`config.mk`:
```
export PLATFORM = sky130hd
export DESIGN_NAME = ifu_ibus_bridge_flat
export DESIGN_NICKNAME = d
export VERILOG_FILES = /design/src/rtl/ifu_ibus_bridge_pkg.sv /design/src/rtl/ifu_ibus_bridge_if.sv /design/src/rtl/ifu_ibus_bridge.sv /design/src/flat_wrapper.sv
export SDC_FILE = /design/constraint.sdc
export NUM_CORES = 1
export LEC_CHECK = 0
export CORE_UTILIZATION = 28
export CTS_CLUSTER_SIZE = 30
export DETAILED_ROUTE_END_ITERATION = 7
export DONT_BUFFER_PORTS = 1
export SLEW_MARGIN = 40
export SYNTH_ARGS = -nofsm -noshare
export SYNTH_HDL_FRONTEND = slang
export SYNTH_SLANG_ARGS = --single-unit
export TNS_END_PERCENT = 10
```
`constraint.sdc`:
```
create_clock -name clk -period 2.23 [get_ports clk]
set_clock_uncertainty 0.1 [all_clocks]
set_input_delay 0.446 -clock clk [delete_from_list [all_inputs] [get_ports clk]]
set_output_delay 0.446 -clock clk [all_outputs]
set_load 0.005 [all_outputs]
```
`src/rtl/ifu_ibus_bridge_pkg.sv`:
```
// Shared types and constants for the fetch-side instruction bus bridge.
package ifu_ibus_bridge_pkg;

  localparam int unsigned DefaultAw = 32;
  localparam int unsigned DefaultDw = 32;

  // Canonical RISC-V nop (addi x0, x0, 0), substituted for errored words.
  localparam logic [31:0] NopWord = 32'h0000_0013;

  typedef enum logic [1:0] {
    StIdle = 2'd0,
    StAddr = 2'd1,
    StData = 2'd2,
    StResp = 2'd3
  } state_e;

endpackage

```
`src/rtl/ifu_ibus_bridge_if.sv`:
```
// Fetch-unit handshake and AR/R read bus grouped for the bridge.
interface ifu_ibus_bridge_if
  import ifu_ibus_bridge_pkg::*;
#(
  parameter int unsigned AW = DefaultAw,
  parameter int unsigned DW = DefaultDw
);

  logic          i_val;
  logic          o_rdy;
  logic [AW-1:0] i_addr;
  logic          i_flush;
  logic [DW-1:0] o_data;
  logic          o_err;
  logic          o_ar_val;
  logic          i_ar_rdy;
  logic [AW-1:0] o_ar_addr;
  logic          i_r_val;
  logic          o_r_rdy;
  logic [DW-1:0] i_r_data;
  logic          i_r_err;

  // Bridge side.
  modport slave (
    input  i_val, i_addr, i_flush, i_ar_rdy, i_r_val, i_r_data, i_r_err,
    output o_rdy, o_data, o_err, o_ar_val, o_ar_addr, o_r_rdy
  );

  // Environment side: fetch unit plus bus slave.
  modport master (
    output i_val, i_addr, i_flush, i_ar_rdy, i_r_val, i_r_data, i_r_err,
    input  o_rdy, o_data, o_err, o_ar_val, o_ar_addr, o_r_rdy
  );

endinterface

```
`src/rtl/ifu_ibus_bridge.sv`:
```
// Converts the fetch unit's req/ready handshake into a single-outstanding AR/R read,
// with flush support that discards the in-flight beat and refetches.
module ifu_ibus_bridge
  import ifu_ibus_bridge_pkg::*;
#(
  parameter int unsigned   AW  = DefaultAw,
  parameter int unsigned   DW  = DefaultDw,
  parameter logic [DW-1:0] NOP = DW'(NopWord)
) (
  input logic               clk,
  input logic               rst_n,
  ifu_ibus_bridge_if.slave  bus
);

  state_e        state_q, state_d;
  logic          drop_q, drop_d;
  logic [AW-1:0] addr_q, addr_d;
  logic [DW-1:0] data_q, data_d;
  logic          err_q, err_d;

  always_ff @(posedge clk or negedge rst_n) begin
    if (!rst_n) begin
      state_q <= StIdle;
      drop_q  <= 1'b0;
      addr_q  <= '0;
      data_q  <= '0;
      err_q   <= 1'b0;
    end else begin
      state_q <= state_d;
      drop_q  <= drop_d;
      addr_q  <= addr_d;
      data_q  <= data_d;
      err_q   <= err_d;
    end
  end

  always_comb begin
    state_d      = state_q;
    drop_d       = drop_q;
    addr_d       = addr_q;
    data_d       = data_q;
    err_d        = err_q;
    bus.o_rdy    = 1'b0;
    bus.o_ar_val = 1'b0;
    bus.o_r_rdy  = 1'b0;
    case (state_q)
      StIdle: begin
        if (bus.i_val) begin
          addr_d  = bus.i_addr;
          state_d = StAddr;
        end
      end
      StAddr: begin
        bus.o_ar_val = 1'b1;
        // The presented address must not change, so a flush is deferred to the data phase.
        if (bus.i_flush) drop_d = 1'b1;
        if (bus.i_ar_rdy) state_d = StData;
      end
      StData: begin
        bus.o_r_rdy = 1'b1;
        if (bus.i_r_val) begin
          if (drop_q || bus.i_flush) begin
            drop_d  = 1'b0;
            addr_d  = bus.i_addr;
            state_d = StAddr;
          end else begin
            data_d  = bus.i_r_err ? NOP : bus.i_r_data;
            err_d   = bus.i_r_err;
            state_d = StResp;
          end
        end else if (bus.i_flush) begin
          drop_d = 1'b1;
        end
      end
      StResp: begin
        bus.o_rdy = ~bus.i_flush;
        if (bus.i_flush || bus.i_val) begin
          addr_d  = bus.i_addr;
          state_d = StAddr;
        end else begin
          state_d = StIdle;
        end
      end
      default: state_d = StIdle;
    endcase
  end

  assign bus.o_ar_addr = addr_q;
  assign bus.o_data    = data_q;
  assign bus.o_err     = err_q;

endmodule

```
`src/flat_wrapper.sv`:
```
// flat-port wrapper written by rule: the top's interface ports become plain ports
module ifu_ibus_bridge_flat import ifu_ibus_bridge_pkg::*;
#(
  parameter int unsigned   AW  = DefaultAw,
  parameter int unsigned   DW  = DefaultDw,
  parameter logic [DW-1:0] NOP = DW'(NopWord)
)
  (clk, rst_n, bus_i_val, bus_i_addr, bus_i_flush, bus_i_ar_rdy, bus_i_r_val, bus_i_r_data, bus_i_r_err, bus_o_rdy, bus_o_data, bus_o_err, bus_o_ar_val, bus_o_ar_addr, bus_o_r_rdy);
  ifu_ibus_bridge_if #(.AW(AW), .DW(DW)) bus_i ();
  input logic clk;
  input logic rst_n;
  input wire logic [$bits(bus_i.i_val)-1:0] bus_i_val;
  input wire logic [$bits(bus_i.i_addr)-1:0] bus_i_addr;
  input wire logic [$bits(bus_i.i_flush)-1:0] bus_i_flush;
  input wire logic [$bits(bus_i.i_ar_rdy)-1:0] bus_i_ar_rdy;
  input wire logic [$bits(bus_i.i_r_val)-1:0] bus_i_r_val;
  input wire logic [$bits(bus_i.i_r_data)-1:0] bus_i_r_data;
  input wire logic [$bits(bus_i.i_r_err)-1:0] bus_i_r_err;
  output wire logic [$bits(bus_i.o_rdy)-1:0] bus_o_rdy;
  output wire logic [$bits(bus_i.o_data)-1:0] bus_o_data;
  output wire logic [$bits(bus_i.o_err)-1:0] bus_o_err;
  output wire logic [$bits(bus_i.o_ar_val)-1:0] bus_o_ar_val;
  output wire logic [$bits(bus_i.o_ar_addr)-1:0] bus_o_ar_addr;
  output wire logic [$bits(bus_i.o_r_rdy)-1:0] bus_o_r_rdy;
  assign bus_i.i_val = bus_i_val;
  assign bus_i.i_addr = bus_i_addr;
  assign bus_i.i_flush = bus_i_flush;
  assign bus_i.i_ar_rdy = bus_i_ar_rdy;
  assign bus_i.i_r_val = bus_i_r_val;
  assign bus_i.i_r_data = bus_i_r_data;
  assign bus_i.i_r_err = bus_i_r_err;
  assign bus_o_rdy = bus_i.o_rdy;
  assign bus_o_data = bus_i.o_data;
  assign bus_o_err = bus_i.o_err;
  assign bus_o_ar_val = bus_i.o_ar_val;
  assign bus_o_ar_addr = bus_i.o_ar_addr;
  assign bus_o_r_rdy = bus_i.o_r_rdy;
  ifu_ibus_bridge #(.AW(AW), .DW(DW), .NOP(NOP)) u_core (.clk(clk), .rst_n(rst_n), .bus(bus_i));
endmodule
```
==> summary.log <==
qor: setup_path.worstPathBufferInverterCount 2
qor: placed_design.placed_cells_incl_taps 360
qor: placed_design.hpwl 4110 µm
qor: floorplanning.initial_core_util 29.0%
qor: setup_path.cpMaxStageDelayCell sky130_fd_sc_hd__dfrtp_1
qor: timing.least_margin_pin_slew 416 ps
qor: floorplanning.io_pins 139
qor: timing.post-route-worst-setup-slack 218 ps
qor: detailed_routing.wirelength 5860 µm
qor: detailed_routing.drt_first_iter_violations 52
qor: grt.grt_pass1_wl 8800 µm
qor: setup_path.critical_path_required 2350 ps
qor: timing.max_freq 497 MHz
qor: yosys.synth-async-reset-ratio 100%
qor: timing.finalHoldViolCount 0
qor: detailed_routing.detail_route.wl_per_cell 15.6 µm
qor: outcome.outcome complete, no violations
qor: timing.final_period_minus_worst_setup_slack 2010 ps
qor: detailed_routing.routed_via_density 4.47
qor: yosys.synthesis.area 0.00283 mm²
qor: clocking.htreeDepth 3
qor: setup_path.end_kind flip-flop
qor: finish.fin_nets 317
qor: clocking.max-clock-path-buffers 2
qor: yosys.synthCells 238
qor: floorplanning.chip_height 103 µm
qor: timing.setup_viol_count_final 0
qor: finish.layout.cells.non_filler 376
qor: yosys.synth_largest_area_cell sky130_fd_sc_hd__dfrtp_1
qor: setup_path.crit_fanout 32
qor: setup_path.critPathLaunchType flip-flop
qor: yosys.synth.distinct_cells 21
qor: detailed_routing.ant_nets 0
qor: floorplanning.floorplan.die_area 0.0105 mm²
qor: clocking.tritoncts_clock_tree yes
qor: finish.n_antenna_cell 0
qor: worst_hold_path.hold_path_class in2reg
qor: pwr.vdd_drop_max 0.000848 V
qor: placed_design.port_buffers 0
qor: yosys.synth_top_cells_by_area sky130_fd_sc_hd__dfrtp_1 (60%), sky130_fd_sc_hd__mux2_1 (12%), sky130_fd_sc_hd__nand2b_1 (7.1%), sky130_fd_sc_hd__o21ai_0 (5.8%), sky130_fd_sc_hd__nand2_1 (4.4%)
qor: floorplanning.core_area 0.00977 mm²
qor: grt.track_usage 11.7%
qor: timing.setup_repair_after_global_routing_missed_its_margin false
qor: timing.timing.setup.tns 0 ps
qor: setup_path.worstPathArrival 2130 ps
qor: yosys.synth_largest_type_area_fraction 60.1%
qor: yosys.seq_area_frac_synth 60.1%
qor: timing.slew_headroom 72.2%
qor: clocking.cts_inserted_buffers 9
qor: grt.number_of_global_route_vias_before_repair 1656
qor: yosys.synth.cells.most_frequent sky130_fd_sc_hd__dfrtp_1 (68), sky130_fd_sc_hd__nand2_1 (33), sky130_fd_sc_hd__o21ai_0 (33)
qor: setup_path.worst_r2r_startpoint u_core.state_q[0]
qor: clocking.cts_sinks 68
qor: finish.drive_gt1_share 9.05%
qor: detailed_routing.detailroute.via_count 1681
qor: grt.grt_antenna_before_repair 0
qor: placed_design.gp_congestion 0.719
qor: yosys.yosys_most_used_dff sky130_fd_sc_hd__dfrtp_1
qor: yosys.yosys_warnings 0
qor: grt.gr-total-overflow 0
qor: floorplanning.placementRows 36
qor: setup_path.worstPathCellList inv_1, ha_1, nand2b_1, a21oi_1, nor3_4, buf_12, mux2_1
qor: placed_design.place_ws 214 ps
qor: grt.maximum_number_of_pins_on_one_net_before_global_route_repair 69
qor: grt.globalRoute.busiestLayer met2
qor: detailed_routing.drt_pass1_iterations 6
qor: grt.use_met3 4.14%
qor: worst_hold_path.hold_path.startpoint bus_i_r_val
qor: detailed_routing.route.detailed.drc 0
qor: clocking.insertion_delay 340 ps
qor: flow_run.drv_cap 0
qor: timing.final_min_period_over_clock_period 90.2%
qor: setup_path.worst_setup_path_startpoint u_core.state_q[0]
qor: grt.grt.met2_usage 18.3%
qor: yosys.syn_avg_cell_area 11.9 µm²
qor: grt.grtUsageMet1 13.2%
qor: setup_path.worst_path_largest_cell_delay 420 ps
qor: clocking.clk_root_buffer_cell sky130_fd_sc_hd__clkbuf_8
qor: yosys.syn_nets 315
qor: setup_path.worst_path_dominant_cell_family flip-flops
qor: finish.core_occupancy_in_the_finished_layout 32.5%
qor: yosys.synth-edff-count 0
qor: clocking.path_clk_slew 70 ps
qor: finish.area_delta_synth_final 12.3%
qor: pwr.total_leakage_power 0.00137 µW
qor: pwr.powerDensity 1330 mW/mm²
qor: yosys.ys_seq_elements 68
qor: timing.finalMaxSlewViolations 0
qor: yosys.top_count_cell_post_synth sky130_fd_sc_hd__dfrtp_1
qor: floorplanning.die_width 103 µm
qor: setup_path.criticalPathCategory reg2reg
==> final timing paths <==
path | end | slack, ps | cells past startpoint
setup reg to reg | u_core.bus.o_ar_addr[25] | 220 | 7
setup / recovery | u_core.bus.o_ar_addr[25] | 220 | 7
min in group asynchronous | u_core.bus.o_data[4] | 550 | 2
max in group asynchronous | u_core.bus.o_ar_addr[11] | 1210 | 2
hold reg to reg | u_core.bus.o_data[13] | 410 | 2
hold / removal | u_core.drop_q | 100 | 1
==> sequential cells by signal, summed over array words and instances (netlist names) <==
name	count
u_core.bus.o_err	1
u_core.bus.o_ar_addr	32
u_core.drop_q	1
u_core.bus.o_data	32
u_core.state_q	2
==> layout make-up <==
cell class | count | area (µm²)
Fill cell | 1036 | 6590
Sequential cell | 68 | 1700
Multi-Input combinational cell | 153 | 1040
Tap cell | 133 | 166
Clock buffer | 12 | 165
Timing Repair Buffer | 4 | 77.6
Inverter | 4 | 15.0
Clock inverter | 2 | 10.0
==> cell usage in the layout (no fill, tap or decap), types with 2 or more instances in the layout <==
master                      n
sky130_fd_sc_hd__o21ai_0   33
sky130_fd_sc_hd__nand2_1   32
sky130_fd_sc_hd__ha_1       6
sky130_fd_sc_hd__clkbuf_8  12
sky130_fd_sc_hd__a21oi_1    2
sky130_fd_sc_hd__nand2b_1  32
sky130_fd_sc_hd__o31ai_1    3
sky130_fd_sc_hd__nor2_1     4
sky130_fd_sc_hd__buf_12     2
sky130_fd_sc_hd__inv_1      4
sky130_fd_sc_hd__mux2_1    30
sky130_fd_sc_hd__dfrtp_1   68
sky130_fd_sc_hd__mux2_2     3
sky130_fd_sc_hd__clkinv_2   2
==> metal layers <==
metal  wire length, µm  part of all wire, %
met5                 0                    0
met3               361                  6.2
met1              2360                   40
met2              2940                   50
met4               200                  3.4
==> kinds of logic after synthesis <==
kind of cell / count (synthesis) / share of synthesized area (%)
adder cells (fa/ha/maj): 6 / 2.65
flip-flops: 68 / 60.1
AO/OA/AOI/OAI: 42 / 8.00
AND/OR/NAND/NOR: 72 / 13.0
buffers and inverters: 17 / 3.09
multiplexers: 33 / 13.1
==> what timing repair did <==
action	4_1_cts	5_1_grt
hold endpoints to repair	68	0
gates resized for setup	0	0
setup buffers	0	0
hold buffers	2	0
==> through the flow <==
step | power [µW] | hold WS, ps | area, µm²
after floorplan | 3070 | 50.4 | 2830
after global placement | 3290 | 51.6 | 2970
after detailed placement | 3360 | 52.1 | 2970
after CTS | 4330 | 77.1 | 3180
after global routing | 4590 | 81.8 | 3180
final | 4240 | 99.1 | 3180
==> power breakdown <==
| group | switching, µW | leakage [µW] | internal (µW) | total, µW |
|---|---|---|---|---|
| logic | 512 | 0.000423 | 546 | 1060 |
| registers | 452 | 0.000856 | 1810 | 2260 |
| clock network | 442 | 0.0000941 | 479 | 920 |
Note: power is estimated with default switching activity, not from simulation.
